**config.mk**
```make
export PLATFORM = sky130hd
export DESIGN_NAME = apb_master_arbiter
export DESIGN_NICKNAME = d
export VERILOG_FILES = /design/src/rtl/apb_master_arbiter.sv
export SDC_FILE = /design/constraint.sdc
export NUM_CORES = 1
export LEC_CHECK = 0
export CAP_MARGIN = 40
export CORE_ASPECT_RATIO = 2
export CORE_UTILIZATION = 40
export CTS_BUF_LIST = sky130_fd_sc_hd__clkbuf_8 sky130_fd_sc_hd__clkbuf_16
export CTS_CLUSTER_SIZE = 12
export DETAILED_ROUTE_END_ITERATION = 10
export HOLD_SLACK_MARGIN = 0.03
export PLACE_DENSITY = 0.81
export SYNTH_ARGS = -nofsm -noshare
export SYNTH_HDL_FRONTEND = slang
export SYNTH_SLANG_ARGS = --single-unit
```
**constraint.sdc**
```tcl
create_clock -name PCLK -period 3.52 [get_ports PCLK]
set_clock_uncertainty 0.2 [all_clocks]
set_input_delay 0.704 -clock PCLK [delete_from_list [all_inputs] [get_ports PCLK]]
set_output_delay 0.704 -clock PCLK [all_outputs]
set_load 0.01 [all_outputs]
```
**src/rtl/apb_master_arbiter.sv**
```systemverilog
// Two-requester APB master: round-robin arbitration, SETUP/ACCESS sequencing with
// PREADY wait states, and a wait-timeout abort so a silent slave cannot hang the bus.
module apb_master_arbiter #(
    parameter int unsigned ADDR_W   = 8,
    parameter int unsigned DATA_W   = 32,
    parameter int unsigned MAX_WAIT = 15
) (
    input  logic                PCLK,
    input  logic                PRESETn,
    input  logic [1:0]          req_valid,
    output logic [1:0]          req_ready,
    input  logic [1:0]          req_write,
    input  logic [2*ADDR_W-1:0] req_addr,
    input  logic [2*DATA_W-1:0] req_wdata,
    output logic [1:0]          rsp_valid,
    output logic                rsp_err,
    output logic [DATA_W-1:0]   rsp_rdata,
    output logic                PSEL,
    output logic                PENABLE,
    output logic                PWRITE,
    output logic [ADDR_W-1:0]   PADDR,
    output logic [DATA_W-1:0]   PWDATA,
    input  logic [DATA_W-1:0]   PRDATA,
    input  logic                PREADY
);

    localparam int unsigned CntW = $clog2(MAX_WAIT + 1);

    typedef enum logic [1:0] {StIdle, StSetup, StAccess} state_e;

    state_e              r_state, w_state_nxt;
    logic                r_last_grant, w_last_grant_nxt;
    logic                r_gnt, w_gnt_nxt;
    logic                r_write, w_write_nxt;
    logic [ADDR_W-1:0]   r_addr, w_addr_nxt;
    logic [DATA_W-1:0]   r_wdata, w_wdata_nxt;
    logic [CntW-1:0]     r_cnt, w_cnt_nxt;
    logic [1:0]          r_rsp_valid, w_rsp_valid_nxt;
    logic                r_rsp_err, w_rsp_err_nxt;
    logic [DATA_W-1:0]   r_rsp_rdata, w_rsp_rdata_nxt;
    logic                w_pick;

    // Under contention the requester that did not win last time goes next.
    always_comb begin
        if (&req_valid) begin
            w_pick = ~r_last_grant;
        end else begin
            w_pick = req_valid[1];
        end
    end

    always_ff @(posedge PCLK or negedge PRESETn) begin
        if (!PRESETn) begin
            r_state      <= StIdle;
            r_last_grant <= 1'b1;
            r_gnt        <= 1'b0;
            r_write      <= 1'b0;
            r_addr       <= '0;
            r_wdata      <= '0;
            r_cnt        <= '0;
            r_rsp_valid  <= '0;
            r_rsp_err    <= 1'b0;
            r_rsp_rdata  <= '0;
        end else begin
            r_state      <= w_state_nxt;
            r_last_grant <= w_last_grant_nxt;
            r_gnt        <= w_gnt_nxt;
            r_write      <= w_write_nxt;
            r_addr       <= w_addr_nxt;
            r_wdata      <= w_wdata_nxt;
            r_cnt        <= w_cnt_nxt;
            r_rsp_valid  <= w_rsp_valid_nxt;
            r_rsp_err    <= w_rsp_err_nxt;
            r_rsp_rdata  <= w_rsp_rdata_nxt;
        end
    end

    always_comb begin
        w_state_nxt      = r_state;
        w_last_grant_nxt = r_last_grant;
        w_gnt_nxt        = r_gnt;
        w_write_nxt      = r_write;
        w_addr_nxt       = r_addr;
        w_wdata_nxt      = r_wdata;
        w_cnt_nxt        = r_cnt;
        w_rsp_valid_nxt  = '0;
        w_rsp_err_nxt    = 1'b0;
        w_rsp_rdata_nxt  = '0;
        req_ready        = '0;

        case (r_state)
            StIdle: begin
                if (|req_valid) begin
                    // Gated so an accept can never be seen while reset is held.
                    req_ready        = PRESETn ? (w_pick ? 2'b10 : 2'b01) : 2'b00;
                    w_gnt_nxt        = w_pick;
                    w_last_grant_nxt = w_pick;
                    w_write_nxt      = w_pick ? req_write[1] : req_write[0];
                    w_addr_nxt       = w_pick ? req_addr[2*ADDR_W-1:ADDR_W]
                                              : req_addr[ADDR_W-1:0];
                    w_wdata_nxt      = w_pick ? req_wdata[2*DATA_W-1:DATA_W]
                                              : req_wdata[DATA_W-1:0];
                    w_state_nxt      = StSetup;
                end
            end
            StSetup: begin
                w_cnt_nxt   = '0;
                w_state_nxt = StAccess;
            end
            StAccess: begin
                if (PREADY) begin
                    w_rsp_valid_nxt = r_gnt ? 2'b10 : 2'b01;
                    w_rsp_rdata_nxt = r_write ? '0 : PRDATA;
                    w_state_nxt     = StIdle;
                end else if (r_cnt == CntW'(MAX_WAIT)) begin
                    w_rsp_valid_nxt = r_gnt ? 2'b10 : 2'b01;
                    w_rsp_err_nxt   = 1'b1;
                    w_state_nxt     = StIdle;
                end else begin
                    w_cnt_nxt = r_cnt + CntW'(1);
                end
            end
            default: begin
                w_state_nxt = StIdle;
            end
        endcase
    end

    assign PSEL      = (r_state != StIdle);
    assign PENABLE   = (r_state == StAccess);
    assign PWRITE    = r_write;
    assign PADDR     = r_addr;
    assign PWDATA    = r_wdata;
    assign rsp_valid = r_rsp_valid;
    assign rsp_err   = r_rsp_err;
    assign rsp_rdata = r_rsp_rdata;

endmodule

```
==> flow_summary_export.csv, run 1 <==
group,metric,value,unit
detailed_routing,wl_met1,3.170,mm
worst_hold_path,hp-class,"in -> async",
timing,setup_tns,0,ns
detailed_routing,via_count,2903,
critical_path,cp_slowest_cell,"clkdlybuf4s50_1",
synth,syn-mean-instance-area,11.52,um2
detailed_routing,antenna_left,0,
timing,hold_viol,0,
critical_path,crit_path_start,"req_valid[1]",
power_and_ir_drop,combinationalPowerShare,0.410,
critical_path,timing.critical_path.mode_cell,"clkdlybuf4s50_1",
detailed_routing,drc,0,
timing,tightest_slew,0.7643,ns
critical_path,r2r_end,"PWDATA[26]",
clocking,cts_buffers,9,
floorplanning,die-area,9159,um2
grt,grt-ovfl-total,0,
clocking,clockBufferDepth,2,
power_and_ir_drop,p_seq_frac,0.371,
clocking,cts_num_sinks,84,
grt,grt_pass1_wl,13.81,mm
floorplanning,die_x,68.18,um
timing,min_period,3.144,ns
floorplanning,coreArea,8588,um2
clocking,htree_levels,3,
power_and_ir_drop,switching_share,0.3203,
synth,synth_cell_type_count,33,
grt,track_usage,0.2060,
synth,synth_area,3503,um2
clocking,clock_latency,0.32,ns
run,drv_cap,0,
timing,max_freq,0.3181,GHz
timing,slew_headroom,0.4904,
detailed_routing,drt_iter0_drc,93,
placed_design,gp_congestion,0.7672,
placed_design,dp.cells,589,
floorplanning,die_y,134.4,um
floorplanning,fp-row-count,48,
detailed_routing,via_per_inst,4.798,
critical_path,path_cells,"clkdlybuf4s50_1 > a21boi_4 > and3_1 > clkdlybuf4s50_1",
timing,fin_hold_ws,0.08031,ns
grt,grt_max_degree,84,
critical_path,worst-setup-path-type,"in -> out",
cells_and_area,syn_to_final_growth,65.79,%
clocking,postCtsHoldBufs,0,
grt,antenna_found_initial,0,
placed_design,port_buffers,198,
clocking,post_cts_buffers,0,
clocking,cts.clk_slew.worst_paths,0.06,ns
synth,postSynthCellCount,304,
floorplanning,initial_core_util,0.4079,
power_and_ir_drop,p_sw,1225,uW
cells_and_area,final_common_cell,"clkdlybuf4s50_1",
synth,ys_top_cells_by_area,"dfrtp_1, mux2i_1, and2_1, o21ai_1, nand2_1",
cells_and_area,utilization,0.6763,
grt,grt_pass1_vias,2943,
critical_path,reg2reg_slack,1.43,ns
synth,synth-seq-cells,84,
power_and_ir_drop,power.share.clock,0.219,
synth,synth_top_cell_by_area,"dfrtp_1",
detailed_routing,wl_per_cell,15.20,um
power_and_ir_drop,powerDensity,658.4,nW/um2
cells_and_area,drive_gt1_frac,0.05347,
synth,synth_fp_nets,427,
detailed_routing,top_layer,"met4",
placed_design,dp_hpwl,6.944,mm
detailed_routing,met3_length,767,um
critical_path,required,2.62,ns
cells_and_area,most-common-layout-cells,"clkdlybuf4s50_1, dfrtp_1, nand2_1, mux2i_1, o21ai_1",
critical_path,end_kind,"output pin",
critical_path,crit_end,"req_ready[1]",
critical_path,max_stage_delay,0.57,ns
synth,synth_top_flop_cell,"dfrtp_1",
power_and_ir_drop,total_power,3824,uW
detailed_routing,route.met2.wl,5.018,mm
critical_path,ff2ff_path_depth,5,
synth,synth-edff-count,0,
power_and_ir_drop,ir_drop,0.0004369,V
synth,ys_seq_area_frac,0.6004,
timing,drv_slew,0,
timing,setup_viol,0,
cells_and_area,nNetsFinal,623,
clocking,cts.repair.resized,0,
power_and_ir_drop,internal_power,2599,uW
cells_and_area,insertedDiodeCount,0,
synth,synth_top_area_share,0.5929,
clocking,cts_tree,"built",
detailed_routing,routed_wl,9.196,mm
synth,async_flop_share,1.000,
critical_path,r2r-start,"r_state[0]",
critical_path,crit_arrival,2.24,ns
detailed_routing,drt-pass1-iter-count,4,
clocking,cts_root_buf,"clkbuf_16",
cells_and_area,fillers,686,
timing,rsz0062_at_grt,"no",
timing,period_share,0.8931,
synth,ys_warn_count,0,
power_and_ir_drop,p_leak,0.002582,uW
status,run_status,"complete, no violations",
floorplanning,io_pins,199,
critical_path,critPathLaunchType,"input pin",
cells_and_area,fin_cells,605,
critical_path,cp_max_fo,4,
-- synth_stat cells, types with 2 or more instances --
cell type,number
dfrtp_1,83
nand2_1,45
mux2i_1,41
o21ai_1,38
and2_1,32
buf_2,7
o21ai_0,6
clkbuf_1,5
a21oi_1,4
a31oi_1,4
ha_1,4
inv_1,4
buf_8,3
nand3_1,3
nor2_1,3
nor2b_1,3
and3_1,2
buf_6,2
-- worst min-delay path by stage --
stage,startpoint,endpoint,slack [ns],cells after the start
floorplan,PRESETn,PADDR[0],0.21,0
global placement,r_gnt,rsp_valid[0],0.24,1
detailed placement,r_gnt,rsp_valid[0],0.24,1
CTS,PRESETn,PWDATA[22],0.08,1
global route,PRESETn,PWDATA[22],0.1,1
finish,PRESETn,PWDATA[22],0.08,1
-- kinds of logic after synthesis --
logic type,share of synthesized area
multiplexers,0.1204
flip-flops,0.6004
buffers and inverters,0.04035
AND/OR/NAND/NOR,0.1296
adder cells (fa/ha/maj),0.01429
AO/OA/AOI/OAI,0.09500
-- critical path: cells and delay by family --
family | cells | cell delay, ns
buffers and inverters | 2 | 1.12
AO/OA/AOI/OAI | 1 | 0.24
AND/OR/NAND/NOR | 1 | 0.17
-- sequential cells by signal, summed over array words and instances, names as in the netlist --
| signal | count |
|---|---|
| PADDR | 8 |
| PWDATA | 32 |
| PWRITE | 1 |
| r_cnt | 4 |
| r_gnt | 1 |
| r_last_grant | 1 |
| r_state | 2 |
| rsp_err | 1 |
| rsp_rdata | 32 |
| rsp_valid | 2 |
-- per-layer routing --
layer,vias to the layer above,GRT usage
li1,1413,-
met1,1333,0.2108
met2,139,0.3617
met3,18,0.06888
met4,0,0.09028
met5,-,0
-- through the flow --
stage	worst slack, ns	instance area [um2]
after floorplan	1.152	3503
after global placement	0.3764	5538
after detailed placement	0.3845	5538
after CTS	0.3754	5808
after global routing	0.3110	5808
final	0.3762	5808
-- area by class of cell --
cell class	instances	area [um2]	area share
clock buffers	10	239.0	0.04115
flip-flops and latches	84	2103	0.3621
inverters	4	15.01	0.002585
clock inverters	6	31.28	0.005386
repair buffers	203	2017	0.3473
well taps	100	125.1	0.02154
multi-input cells	198	1277	0.2199
-- power groups by stage --
stage	registers [uW]	clock network, uW	logic (uW)
floorplan	1550	0	618
global placement	1420	0	1550
detailed placement	1440	0	1580
CTS	1420	869	1590
global route	1460	906	1730
finish	1420	839	1570
(Power assumes the default switching activity.)
==> run 2, diff against run 1 <==
- RECOVER_POWER: not set -> 100
==> flow_summary_export.csv, run 2 (synthesis results as in run 1) <==
group,metric,value,unit
status,run_status,"complete, no violations",
timing,hold_viol,0,
clocking,cts.repair.resized,0,
timing,slew_headroom,0.02129,
power_and_ir_drop,ir_drop,0.0004287,V
detailed_routing,drt-pass1-iter-count,4,
timing,min_period,3.216,ns
detailed_routing,via_count,2915,
detailed_routing,wl_per_cell,15.13,um
grt,use_met3,0.06888,
placed_design,dp_hpwl,6.944,mm
cells_and_area,design_area,5788,um2
power_and_ir_drop,power.share.clock,0.230,
detailed_routing,drc,0,
detailed_routing,antenna_left,0,
timing,rsz0062_at_grt,"no",
floorplanning,coreArea,8588,um2
cells_and_area,fillers,687,
power_and_ir_drop,powerDensity,631.8,nW/um2
grt,globalRouteMet2Util,0.3617,
cells_and_area,nNetsFinal,623,
timing,setup_viol,0,
timing,setup_tns,0,ns
clocking,cts_num_sinks,84,
critical_path,end_kind,"output pin",
clocking,clock_latency,0.32,ns
floorplanning,die_y,134.4,um
cells_and_area,utilization,0.6740,
power_and_ir_drop,total_power,3657,uW
detailed_routing,drt_iter0_drc,107,
timing,drv_slew,0,
critical_path,required,2.62,ns
run,drv_cap,0,
cells_and_area,drive_gt1_frac,0.04752,
cells_and_area,most-common-layout-cells,"clkdlybuf4s50_1, dfrtp_1, dlygate4sd3_1, nand2_1, o21ai_0",
critical_path,critPathLaunchType,"input pin",
detailed_routing,routed_wl,9.151,mm
floorplanning,initial_core_util,0.4079,
grt,grt-ovfl-total,0,
cells_and_area,insertedDiodeCount,0,
floorplanning,die_x,68.18,um
clocking,clockBufferDepth,2,
grt,track_usage,0.2060,
grt,grt_pass1_vias,2943,
timing,tightest_slew,1.468,ns
detailed_routing,via_per_inst,4.818,
floorplanning,fp-row-count,48,
power_and_ir_drop,combinationalPowerShare,0.386,
placed_design,dp.cells,589,
power_and_ir_drop,switching_share,0.3254,
critical_path,reg2reg_slack,0.89,ns
clocking,cts_root_buf,"clkbuf_16",
cells_and_area,final_common_cell,"clkdlybuf4s50_1",
worst_hold_path,hp-class,"in -> async",
clocking,post_cts_buffers,0,
timing,period_share,0.9137,
floorplanning,io_pins,199,
critical_path,crit_arrival,2.31,ns
clocking,htree_levels,3,
cells_and_area,syn_to_final_growth,65.21,%
grt,grt_max_degree,84,
floorplanning,die-area,9159,um2
clocking,cts_tree,"built",
placed_design,gp_congestion,0.7672,
clocking,postCtsHoldBufs,0,
power_and_ir_drop,internal_power,2467,uW
grt,grt-busiest-layer,"met2",
placed_design,post_dp_cell_area,5538,um2
power_and_ir_drop,p_seq_frac,0.384,
critical_path,cp_max_fo,4,
placed_design,port_buffers,198,
clocking,cts.clk_slew.worst_paths,0.06,ns
critical_path,worst-setup-path-type,"in -> out",
grt,met1_usage,0.2108,
power_and_ir_drop,p_sw,1190,uW
timing,max_freq,0.3109,GHz
grt,grt_pass1_wl,13.81,mm
clocking,cts_buffers,9,
power_and_ir_drop,p_leak,0.002724,uW
grt,antenna_found_initial,0,
cells_and_area,fin_cells,605,
-- run 2: power by group through the flow --
stage	combinational, uW	sequential, uW	clock (uW)
final	1410	1410	841
after floorplan	618	1550	0
after detailed placement	1580	1440	0
after global placement	1550	1420	0
after CTS	1590	1420	869
after global routing	1580	1450	906
-- run 2: final timing paths --
kind                              startpoint            to  depth (start not counted)
worst min-delay path                 PRESETn    PWDATA[22]                          1
worst max-delay path            req_valid[1]  req_ready[1]                          4
max in group asynchronous            PRESETn     PWDATA[0]                          2
worst max register to register    r_state[0]    PWDATA[26]                          5
worst min register to register         r_gnt  rsp_valid[0]                          1
min in group PCLK                      r_gnt  rsp_valid[0]                          1
-- run 2: layer usage --
metal  part of all wire  vias up
li1                   -     1421
met1               0.35     1342
met2               0.54      135
met3              0.083       17
met4              0.025        0
met5                  0        -
-- run 2: per-stage QoR --
stage / setup slack, ns / hold WS, ns
6_report: 0.3039 / 0.08008
3_3_place_gp: 0.3764 / 0.2392
5_1_grt: 0.2493 / 0.09693
2_1_floorplan: 1.152 / 0.2084
4_1_cts: 0.3754 / 0.08186
3_5_place_dp: 0.3845 / 0.2416
-- run 2: critical path, stage by stage --
cell           delay, ns
dlygate4sd3_1       0.59
a21boi_4            0.23
and3_1              0.17
dlygate4sd3_1       0.62
-- run 2: final cells by class --
class | instances | area, um2 | area share
Sequential cell | 84 | 2103 | 0.3634
Timing Repair Buffer | 203 | 2008 | 0.3470
Multi-Input combinational cell | 198 | 1266 | 0.2188
Clock buffer | 10 | 239.0 | 0.04129
Tap cell | 100 | 125.1 | 0.02162
Clock inverter | 6 | 31.28 | 0.005404
Inverter | 4 | 15.01 | 0.002594
